$ cat src/rtl/hazard_ctrl.sv
// Pipeline hazard controller: operand forwarding selects, load-use and mul/div
// stall detection, branch flush, and a fixed-latency mul/div tracker.
module hazard_ctrl #(
    parameter int unsigned MD_LATENCY = 4,
    parameter int unsigned RA_W       = 5
) (
    input  logic            clk,
    input  logic            rst,
    input  logic [RA_W-1:0] id_rs1,
    input  logic [RA_W-1:0] id_rs2,
    input  logic            id_use1,
    input  logic            id_use2,
    input  logic            id_valid,
    input  logic            id_wreg,
    input  logic            id_is_md,
    input  logic [RA_W-1:0] id_rd,
    input  logic [RA_W-1:0] ex_rd,
    input  logic [RA_W-1:0] mem_rd,
    input  logic            ex_wreg,
    input  logic            mem_wreg,
    input  logic            ex_is_load,
    input  logic            branch_taken,
    output logic [1:0]      qa_sel,
    output logic [1:0]      qb_sel,
    output logic            pc_stall,
    output logic            ifid_stall,
    output logic            idex_bubble,
    output logic            ifid_flush,
    output logic            md_busy,
    output logic            md_wb,
    output logic [RA_W-1:0] md_rd
);

    localparam int unsigned CW = $clog2(MD_LATENCY + 1);

    logic [CW-1:0]   r_cnt;
    logic [RA_W-1:0] r_md_rd;

    logic w_busy, w_wb, w_pend;
    logic w_ex1, w_ex2, w_mem1, w_mem2, w_md1, w_md2;
    logic w_load_use, w_md_raw, w_md_waw, w_md_struct;
    logic w_stall, w_issue;

    function automatic logic f_match(input logic            u,
                                     input logic            we,
                                     input logic [RA_W-1:0] src,
                                     input logic [RA_W-1:0] dst);
        return u & we & (src == dst) & (src != '0);
    endfunction

    assign w_busy = (r_cnt != '0);
    assign w_wb   = (r_cnt == CW'(1));
    assign w_pend = w_busy & ~w_wb;

    assign w_ex1  = f_match(id_use1, ex_wreg,  id_rs1, ex_rd);
    assign w_ex2  = f_match(id_use2, ex_wreg,  id_rs2, ex_rd);
    assign w_mem1 = f_match(id_use1, mem_wreg, id_rs1, mem_rd);
    assign w_mem2 = f_match(id_use2, mem_wreg, id_rs2, mem_rd);
    // The MD result is only forwardable on its writeback cycle.
    assign w_md1  = f_match(id_use1, w_wb, id_rs1, r_md_rd);
    assign w_md2  = f_match(id_use2, w_wb, id_rs2, r_md_rd);

    always_comb begin
        qa_sel = 2'b00;
        if (w_ex1)       qa_sel = 2'b01;
        else if (w_mem1) qa_sel = 2'b10;
        else if (w_md1)  qa_sel = 2'b11;
    end

    always_comb begin
        qb_sel = 2'b00;
        if (w_ex2)       qb_sel = 2'b01;
        else if (w_mem2) qb_sel = 2'b10;
        else if (w_md2)  qb_sel = 2'b11;
    end

    assign w_load_use  = ex_is_load & (w_ex1 | w_ex2);
    assign w_md_raw    = w_pend & (r_md_rd != '0) &
                         ((id_use1 & (id_rs1 == r_md_rd)) | (id_use2 & (id_rs2 == r_md_rd)));
    assign w_md_waw    = w_pend & id_wreg & (id_rd == r_md_rd);
    assign w_md_struct = w_pend & id_is_md;
    assign w_stall     = id_valid & (w_load_use | w_md_raw | w_md_waw | w_md_struct);
    assign w_issue     = id_valid & id_is_md & ~w_stall & ~branch_taken;

    always_comb begin
        pc_stall    = w_stall;
        ifid_stall  = w_stall;
        idex_bubble = w_stall;
        ifid_flush  = 1'b0;
        if (branch_taken) begin
            pc_stall    = 1'b0;
            ifid_stall  = 1'b0;
            idex_bubble = 1'b1;
            ifid_flush  = 1'b1;
        end
    end

    always_ff @(posedge clk) begin
        if (rst) begin
            r_cnt   <= '0;
            r_md_rd <= '0;
        end else if (w_issue) begin
            r_cnt   <= CW'(MD_LATENCY);
            r_md_rd <= id_rd;
        end else if (w_busy) begin
            r_cnt   <= r_cnt - CW'(1);
        end
    end

    assign md_busy = w_busy;
    assign md_wb   = w_wb;
    assign md_rd   = r_md_rd;

endmodule

$ cat config.mk
export PLATFORM = sky130hd
export DESIGN_NAME = hazard_ctrl
export DESIGN_NICKNAME = d
export VERILOG_FILES = /design/src/rtl/hazard_ctrl.sv
export SDC_FILE = /design/constraint.sdc
export NUM_CORES = 1
export LEC_CHECK = 0
export ABC_AREA = 0
export CAP_MARGIN = 0
export CORE_MARGIN = 2
export CORE_UTILIZATION = 29
export CTS_BUF_LIST = sky130_fd_sc_hd__clkbuf_16
export DETAILED_ROUTE_END_ITERATION = 10
export GPL_TIMING_DRIVEN = 1
export HOLD_SLACK_MARGIN = 0.05
export PLACE_DENSITY = 0.65
export SLEW_MARGIN = 20
export SYNTH_ARGS = -nofsm -noshare
export SYNTH_HDL_FRONTEND = slang
export SYNTH_SLANG_ARGS = --single-unit
export TNS_END_PERCENT = 50
$ cat constraint.sdc
create_clock -name clk -period 2.74 [get_ports clk]
set_input_delay 0.548 -clock clk [delete_from_list [all_inputs] [get_ports clk]]
set_output_delay 0.548 -clock clk [all_outputs]
set_load 0.02 [all_outputs]
==> results of run 1 <==
==> registers in the layout, indices dropped and copies added (netlist names) <==
signal  flops
r_cnt       3
md_rd       5
==> worst min-delay path: stages (launching register included) <==
cell,delay [ps]
dfxtp_1,360
xnor2_1,140
nor3_1,40
==> path summary, 6_finish.rpt <==
check	slack (ps)	startpoint	to	cells past startpoint
max	60	id_rd[0]	pc_stall	8
min	590	r_cnt[0]$_SDFFE_PP0N_	r_cnt[0]$_SDFFE_PP0N_	2
max reg2reg	650	md_rd[2]$_SDFFE_PP0P_	md_rd[0]$_SDFFE_PP0P_	5
min reg2reg	590	r_cnt[0]$_SDFFE_PP0N_	r_cnt[0]$_SDFFE_PP0N_	2
==> per-layer routing <==
| layer | track usage, % | up-vias | share of wire [%] |
|---|---|---|---|
| met2 | 29.3 | 33 | 51 |
| met3 | 3.24 | 4 | 4.2 |
| met1 | 20.0 | 535 | 44 |
| met4 | 5.56 | 0 | 1.1 |
| li1 | - | 576 | - |
| met5 | 0 | - | 0 |
==> through the flow <==
| step | setup TNS (ps) | power (mW) | instance area, sq um | worst slack (ps) | util, % |
|---|---|---|---|---|---|
| 2_1_floorplan | 0 | 0.416 | 1000 | 268 | - |
| 6_report | 0 | 0.849 | 1850 | 60.3 | 55.6 |
| 4_1_cts | 0 | 0.853 | 1850 | 3.44 | 55.6 |
| 3_3_place_gp | -3710 | 0.590 | 1750 | -689 | 52.5 |
| 3_5_place_dp | -3960 | 0.604 | 1750 | -771 | 52.5 |
| 5_1_grt | -39.8 | 0.898 | 1850 | -20.9 | 55.6 |
==> Yosys cell counts (all sizes together) <==
master / instances / area, sq um
o21ba: 1 / 10.0
buf: 3 / 26.3
o211ai: 1 / 7.51
o2111a: 1 / 11.3
ha: 3 / 37.5
and3b: 2 / 17.5
xnor2: 14 / 123
o21a: 2 / 15.0
nand2: 4 / 15.0
clkbuf: 1 / 3.75
o21bai: 1 / 7.51
xor2: 22 / 193
mux2i: 5 / 50.1
mux2: 1 / 11.3
nand4: 2 / 12.5
o21ai: 3 / 15.0
dfxtp: 8 / 160
and3: 5 / 35.0
nand3: 6 / 30.0
a2111oi: 1 / 27.5
a21o: 1 / 7.51
inv: 3 / 11.3
and2: 1 / 8.76
nor4: 7 / 43.8
nor3: 3 / 15.0
nand2b: 11 / 68.8
o221ai: 1 / 8.76
nor2: 4 / 15.0
or4: 1 / 8.76
nor2b: 1 / 6.26
==> placed cells by master, fill, tap and decap left out, types with 2 or more instances in the layout <==
master | synthesis | layout
nor3_1 | 3 | 3
buf_2 | 0 | 2
clkdlybuf4s50_1 | 0 | 23
nand2b_1 | 11 | 11
clkdlybuf4s15_2 | 0 | 2
buf_6 | 1 | 3
mux2i_1 | 5 | 5
ha_1 | 3 | 3
inv_1 | 3 | 3
xnor2_1 | 14 | 14
nand3_1 | 6 | 6
and3_1 | 2 | 2
dfxtp_1 | 8 | 8
dlygate4sd2_1 | 0 | 8
buf_4 | 2 | 29
nor4_1 | 7 | 3
clkbuf_2 | 0 | 6
clkdlybuf4s15_1 | 0 | 5
and3_2 | 3 | 3
o21ai_0 | 3 | 2
nand2_1 | 4 | 4
nand4_1 | 2 | 2
nor4_2 | 0 | 4
clkbuf_16 | 0 | 3
o21a_1 | 2 | 2
nor2_1 | 4 | 4
dlymetal6s2s_1 | 0 | 2
xor2_1 | 22 | 21
==> where the power goes <==
part	total, mW	leakage (nW)	internal [mW]	switching, mW
logic	0.442	0.719	0.230	0.212
clock network	0.245	0.0370	0.188	0.0571
registers	0.161	0.0655	0.140	0.0215
==> area by class of cell <==
class                   count  area share [%]
inverters                   3           0.607
flip-flops and latches      8            8.64
clock buffers               3            4.05
repair buffers             81            38.3
multi-input cells         104            45.3
well taps                  46            3.10
==> cell families (layout without fill, tap and decap cells) <==
| kind of cell | after synthesis | in the layout | synth area share (%) |
|---|---|---|---|
| AO/OA/AOI/OAI | 12 | 12 | 11.0 |
| AND/OR/NAND/NOR | 47 | 47 | 27.6 |
| XOR/XNOR | 36 | 36 | 31.5 |
| adder cells (fa/ha/maj) | 3 | 3 | 3.75 |
| multiplexers | 6 | 6 | 6.12 |
| flip-flops | 8 | 8 | 16.0 |
| buffers and inverters | 7 | 87 | 4.12 |
==> repair_timing <==
action | CTS | global route
endpoints found under the setup margin | 7 | 7
pin swaps | 14 | 17
resized for setup | 56 | 19
buffers inserted | 2 | 1
==> results.sh, run 1 <==
export IMPL_gp_congestion=0.854
export IMPL_die_width_um=62.8
export IMPL_hold_buffers=0
export IMPL_hold_viol=0
export IMPL_cp_top_family="buffers and inverters"
export IMPL_critPathKind="in -> out"
export IMPL_syn_area_sq_um=1000
export IMPL_yosys_warnings=0
export IMPL_register_area_sq_um=160
export IMPL_port_buffers=50
export IMPL_critPathBufInv=2
export IMPL_slowest_stage="clkdlybuf4s50_1"
export IMPL_drc=0
export IMPL_path_max_fanout=2
export IMPL_dp_hpwl_um=2730
export IMPL_ant_nets=0
export IMPL_root_buffer="clkbuf_16"
export IMPL_drv_slew=0
export IMPL_period_needed_ps=2680
export IMPL_layout_drive_gt1_share_pct=30.7
export IMPL_clock_latency_ps=230
export IMPL_vias=1148
export IMPL_hold_class="reg -> reg"
export IMPL_irDropWorstVdd_uv=328
export IMPL_wl_per_cell_um=13.2
export IMPL_worstPathCellList="clkdlybuf4s50_1 > xor2_1 > nor4_1 > and3_2 > o21ai_1 > o211ai_1 > and3b_2 > buf_6"
export IMPL_antennaDiodeCount=0
export IMPL_finalSetupViolCount=0
export IMPL_gr_total_overflow=0
export IMPL_clkTransAtPathRegs_ps=30
export IMPL_crit_required_ps=2190
export IMPL_slew_headroom_pct=71.0
export IMPL_ios=51
export IMPL_start_util_pct=30.0
export IMPL_power_density_nw_per_um2=458
export IMPL_place_inst=239
export IMPL_grt_start_max_net_pins=14
export IMPL_worst_pin_slew_ps=433
export IMPL_slowest_delay_ps=500
export IMPL_multi_input_area_sq_um=841
export IMPL_end_kind="output pin"
export IMPL_worstSetupStartpointType="input pin"
export IMPL_numCtsBuffers=3
export IMPL_antenna_found_initial=0
export IMPL_synth_area_per_cell_sq_um=8.42
export IMPL_nFillCells=325
export IMPL_syn_num_nets=158
export IMPL_p_leak_nw=0.821
export IMPL_dieArea_sq_um=3940
export IMPL_worstPathArrival_ps=2130
export IMPL_fin_skew_ps=2.63
export IMPL_numClockSinks=8
export IMPL_area_growth_pct=85.0
export IMPL_placeableCoreArea_sq_um=3340
export IMPL_nNetsFinal=240
export IMPL_hold_ws_ps=588
export IMPL_synth_cells=119
export IMPL_clk_path_buf_depth=2
export IMPL_initialDrtViolationCount=8
export IMPL_grt_pass1_vias=1172
export IMPL_die_height_um=62.8
export IMPL_rows=21
export IMPL_status="complete, no violations"
export IMPL_cts_tree="yes"
export IMPL_period_share_pct=97.8
export IMPL_ys_seq_elements=8
export IMPL_cts_htree_levels=1
export IMPL_max_freq_ghz=0.373
export IMPL_drtPass1Iterations=4
export IMPL_via_per_inst=4.69
export IMPL_drv_cap=0
export IMPL_totalWireLength_um=3240
export IMPL_yosysUniqueCellTypes=32
export IMPL_grt_first_pass_wirelength_um=5180
export IMPL_grt_use_total_pct=16.6
export IMPL_synth_seq_area_share_pct=16.0
export IMPL_fin_cells=245
(Power assumes the default switching activity.)
==> inputs of run 2 (changes only) <==
==> constraint.sdc (replaced) <==
create_clock -name clk -period 3.5 [get_ports clk]
set_input_delay 0.7 -clock clk [delete_from_list [all_inputs] [get_ports clk]]
set_output_delay 0.7 -clock clk [all_outputs]
set_load 0.02 [all_outputs]
==> run 2 against run 1 <==
Utilization down 2.6 points. Hold slack worse by 9.0 ps. Sequential power down 21%. Register-to-register slack better by 670 ps. Critical endpoint is now idex_bubble. First-iteration DRC count rose to 3.1 times the previous value. Largest power group unchanged. Non-clock buffer count down 9.
==> results.sh, run 2 (synthesis results as in run 1) <==
export IMPL_totalWireLength_um=2970
export IMPL_antennaDiodeCount=0
export IMPL_hold_buffers=0
export IMPL_drv_slew=0
export IMPL_place_inst=233
export IMPL_wl_per_cell_um=12.6
export IMPL_status="complete, no violations"
export IMPL_fin_setup_tns_ps=0
export IMPL_critPathKind="in -> out"
export IMPL_grt_pass1_vias=1094
export IMPL_wl_met2_um=1410
export IMPL_fin_cells=236
export IMPL_clkTransAtPathRegs_ps=40
export IMPL_max_freq_ghz=0.301
export IMPL_cts_htree_levels=1
export IMPL_rr_worst_depth=4
export IMPL_worstPathArrival_ps=2630
export IMPL_via_per_inst=4.52
export IMPL_layout_common_cells="clkdlybuf4s50_1 (43), xor2_1 (22), buf_4 (22), xnor2_1 (14), nand2b_1 (11)"
export IMPL_hp_start="r_cnt[0]$_SDFFE_PP0N_"
export IMPL_wl_met1_um=1410
export IMPL_period_share_pct=95.0
export IMPL_nNetsFinal=231
export IMPL_p_total_mw=0.646
export IMPL_min_path_cells=2
export IMPL_hold_ws_ps=579
export IMPL_hold_viol=0
export IMPL_port_buffers=50
export IMPL_ios=51
export IMPL_drc=0
export IMPL_ant_nets=0
export IMPL_layout_commonest_cell="clkdlybuf4s50_1"
export IMPL_end_kind="output pin"
export IMPL_crit_required_ps=2800
export IMPL_drv_cap=0
export IMPL_layout_setup_ws_ps=173
export IMPL_rrSetupSlack_ps=1320
export IMPL_path_max_fanout=3
export IMPL_grt_first_pass_wirelength_um=4790
export IMPL_hold_class="reg -> reg"
export IMPL_top_layer="met4"
export IMPL_grt_use_total_pct=15.2
export IMPL_finish_utilization_pct=53.0
export IMPL_rows=21
export IMPL_power_density_nw_per_um2=365
export IMPL_rsz0062_at_grt="no"
export IMPL_die_height_um=62.8
export IMPL_numCtsBuffers=3
export IMPL_p_leak_nw=0.751
export IMPL_area_growth_pct=76.4
export IMPL_dp_hpwl_um=2540
export IMPL_place_area_sq_um=1700
export IMPL_clock_latency_ps=230
export IMPL_antenna_found_initial=0
export IMPL_fin_skew_ps=1.65
export IMPL_slew_headroom_pct=68.3
export IMPL_timing_rr_end="md_rd[0]$_SDFFE_PP0P_"
export IMPL_cts_tree="yes"
export IMPL_largest_reg_flops=5
export IMPL_drtPass1Iterations=4
export IMPL_initialDrtViolationCount=25
export IMPL_design_area_sq_um=1770
export IMPL_layout_drive_gt1_share_pct=19.5
export IMPL_gr_total_overflow=0
export IMPL_clk_path_buf_depth=2
export IMPL_finalSetupViolCount=0
export IMPL_r2r_start="md_rd[1]$_SDFFE_PP0P_"
export IMPL_period_needed_ps=3330
export IMPL_worst_pin_slew_ps=475
export IMPL_start_util_pct=30.0
export IMPL_irDropWorstVdd_uv=281
export IMPL_die_width_um=62.8
export IMPL_grt_start_max_net_pins=14
export IMPL_vias=1067
export IMPL_wl_met3_um=144
export IMPL_holdPathEnd="r_cnt[0]$_SDFFE_PP0N_"
export IMPL_placeableCoreArea_sq_um=3340
export IMPL_worstSetupStartpointType="input pin"
export IMPL_root_buffer="clkbuf_16"
export IMPL_numClockSinks=8
export IMPL_dieArea_sq_um=3940
export IMPL_gp_congestion=0.833
export IMPL_pre_cts_ws_ps=-264
## run 2: cell types whose count changed in the layout (fill, tap and decap cells not counted), moves of 2 or more
cell             previous run  this run
clkdlybuf4s15_1             5         1
buf_2                       2         0
clkbuf_2                    6         2
nor4_1                      3         5
buf_4                      29        22
clkdlybuf4s15_2             2         0
dlygate4sd2_1               8         4
nor4_2                      4         2
clkdlybuf4s50_1            23        43
dlymetal6s2s_1              2         0
buf_6                       3         0
## run 2: what timing repair did
| action | in CTS | in global routing |
|---|---|---|
| gates cloned | 0 | 0 |
| pin swaps | 0 | 0 |
| resized for setup | 7 | 7 |
| buffers inserted | 0 | 0 |
| endpoints found under the setup margin | 7 | 3 |
## run 2: area by class of cell
class                           count  area, sq um
Sequential cell                     8          160
Tap cell                           46         57.6
Multi-Input combinational cell    104          813
Inverter                            3         11.3
Timing Repair Buffer               72          651
Fill cell                         333         1570
Clock buffer                        3         75.1
## run 2: routing by layer
layer | up-vias | global-route usage (%)
met4 | 0 | 2.78
li1 | 559 | -
met2 | 29 | 26.5
met5 | - | 0
met1 | 477 | 19.2
met3 | 2 | 3.42
## run 2: how the worst max path moves through the flow
stage | start | end | slack [ps]
after global placement | ex_rd[4] | ifid_stall | -240
final | id_rs2[4] | idex_bubble | 170
after global routing | id_rs1[4] | qa_sel[0] | 8
after floorplan | ex_rd[4] | pc_stall | 720
after CTS | ex_rd[4] | pc_stall | 10
after detailed placement | ex_rd[4] | pc_stall | -260
## run 2: critical path, cell delays in order
cell and delay, ps:
clkdlybuf4s50_1 500, buf_4 150, xor2_1 140, nor4_1 60, and3_2 210, o221ai_1 250, o211ai_1 150, a21o_1 190
clkdlybuf4s15_1 280
## run 2: power breakdown
part | internal [mW] | switching, mW | leakage, nW
clock network | 0.147 | 0.0436 | 0.0370
logic | 0.174 | 0.153 | 0.648
registers | 0.110 | 0.0178 | 0.0655
total | 0.431 | 0.215 | 0.751
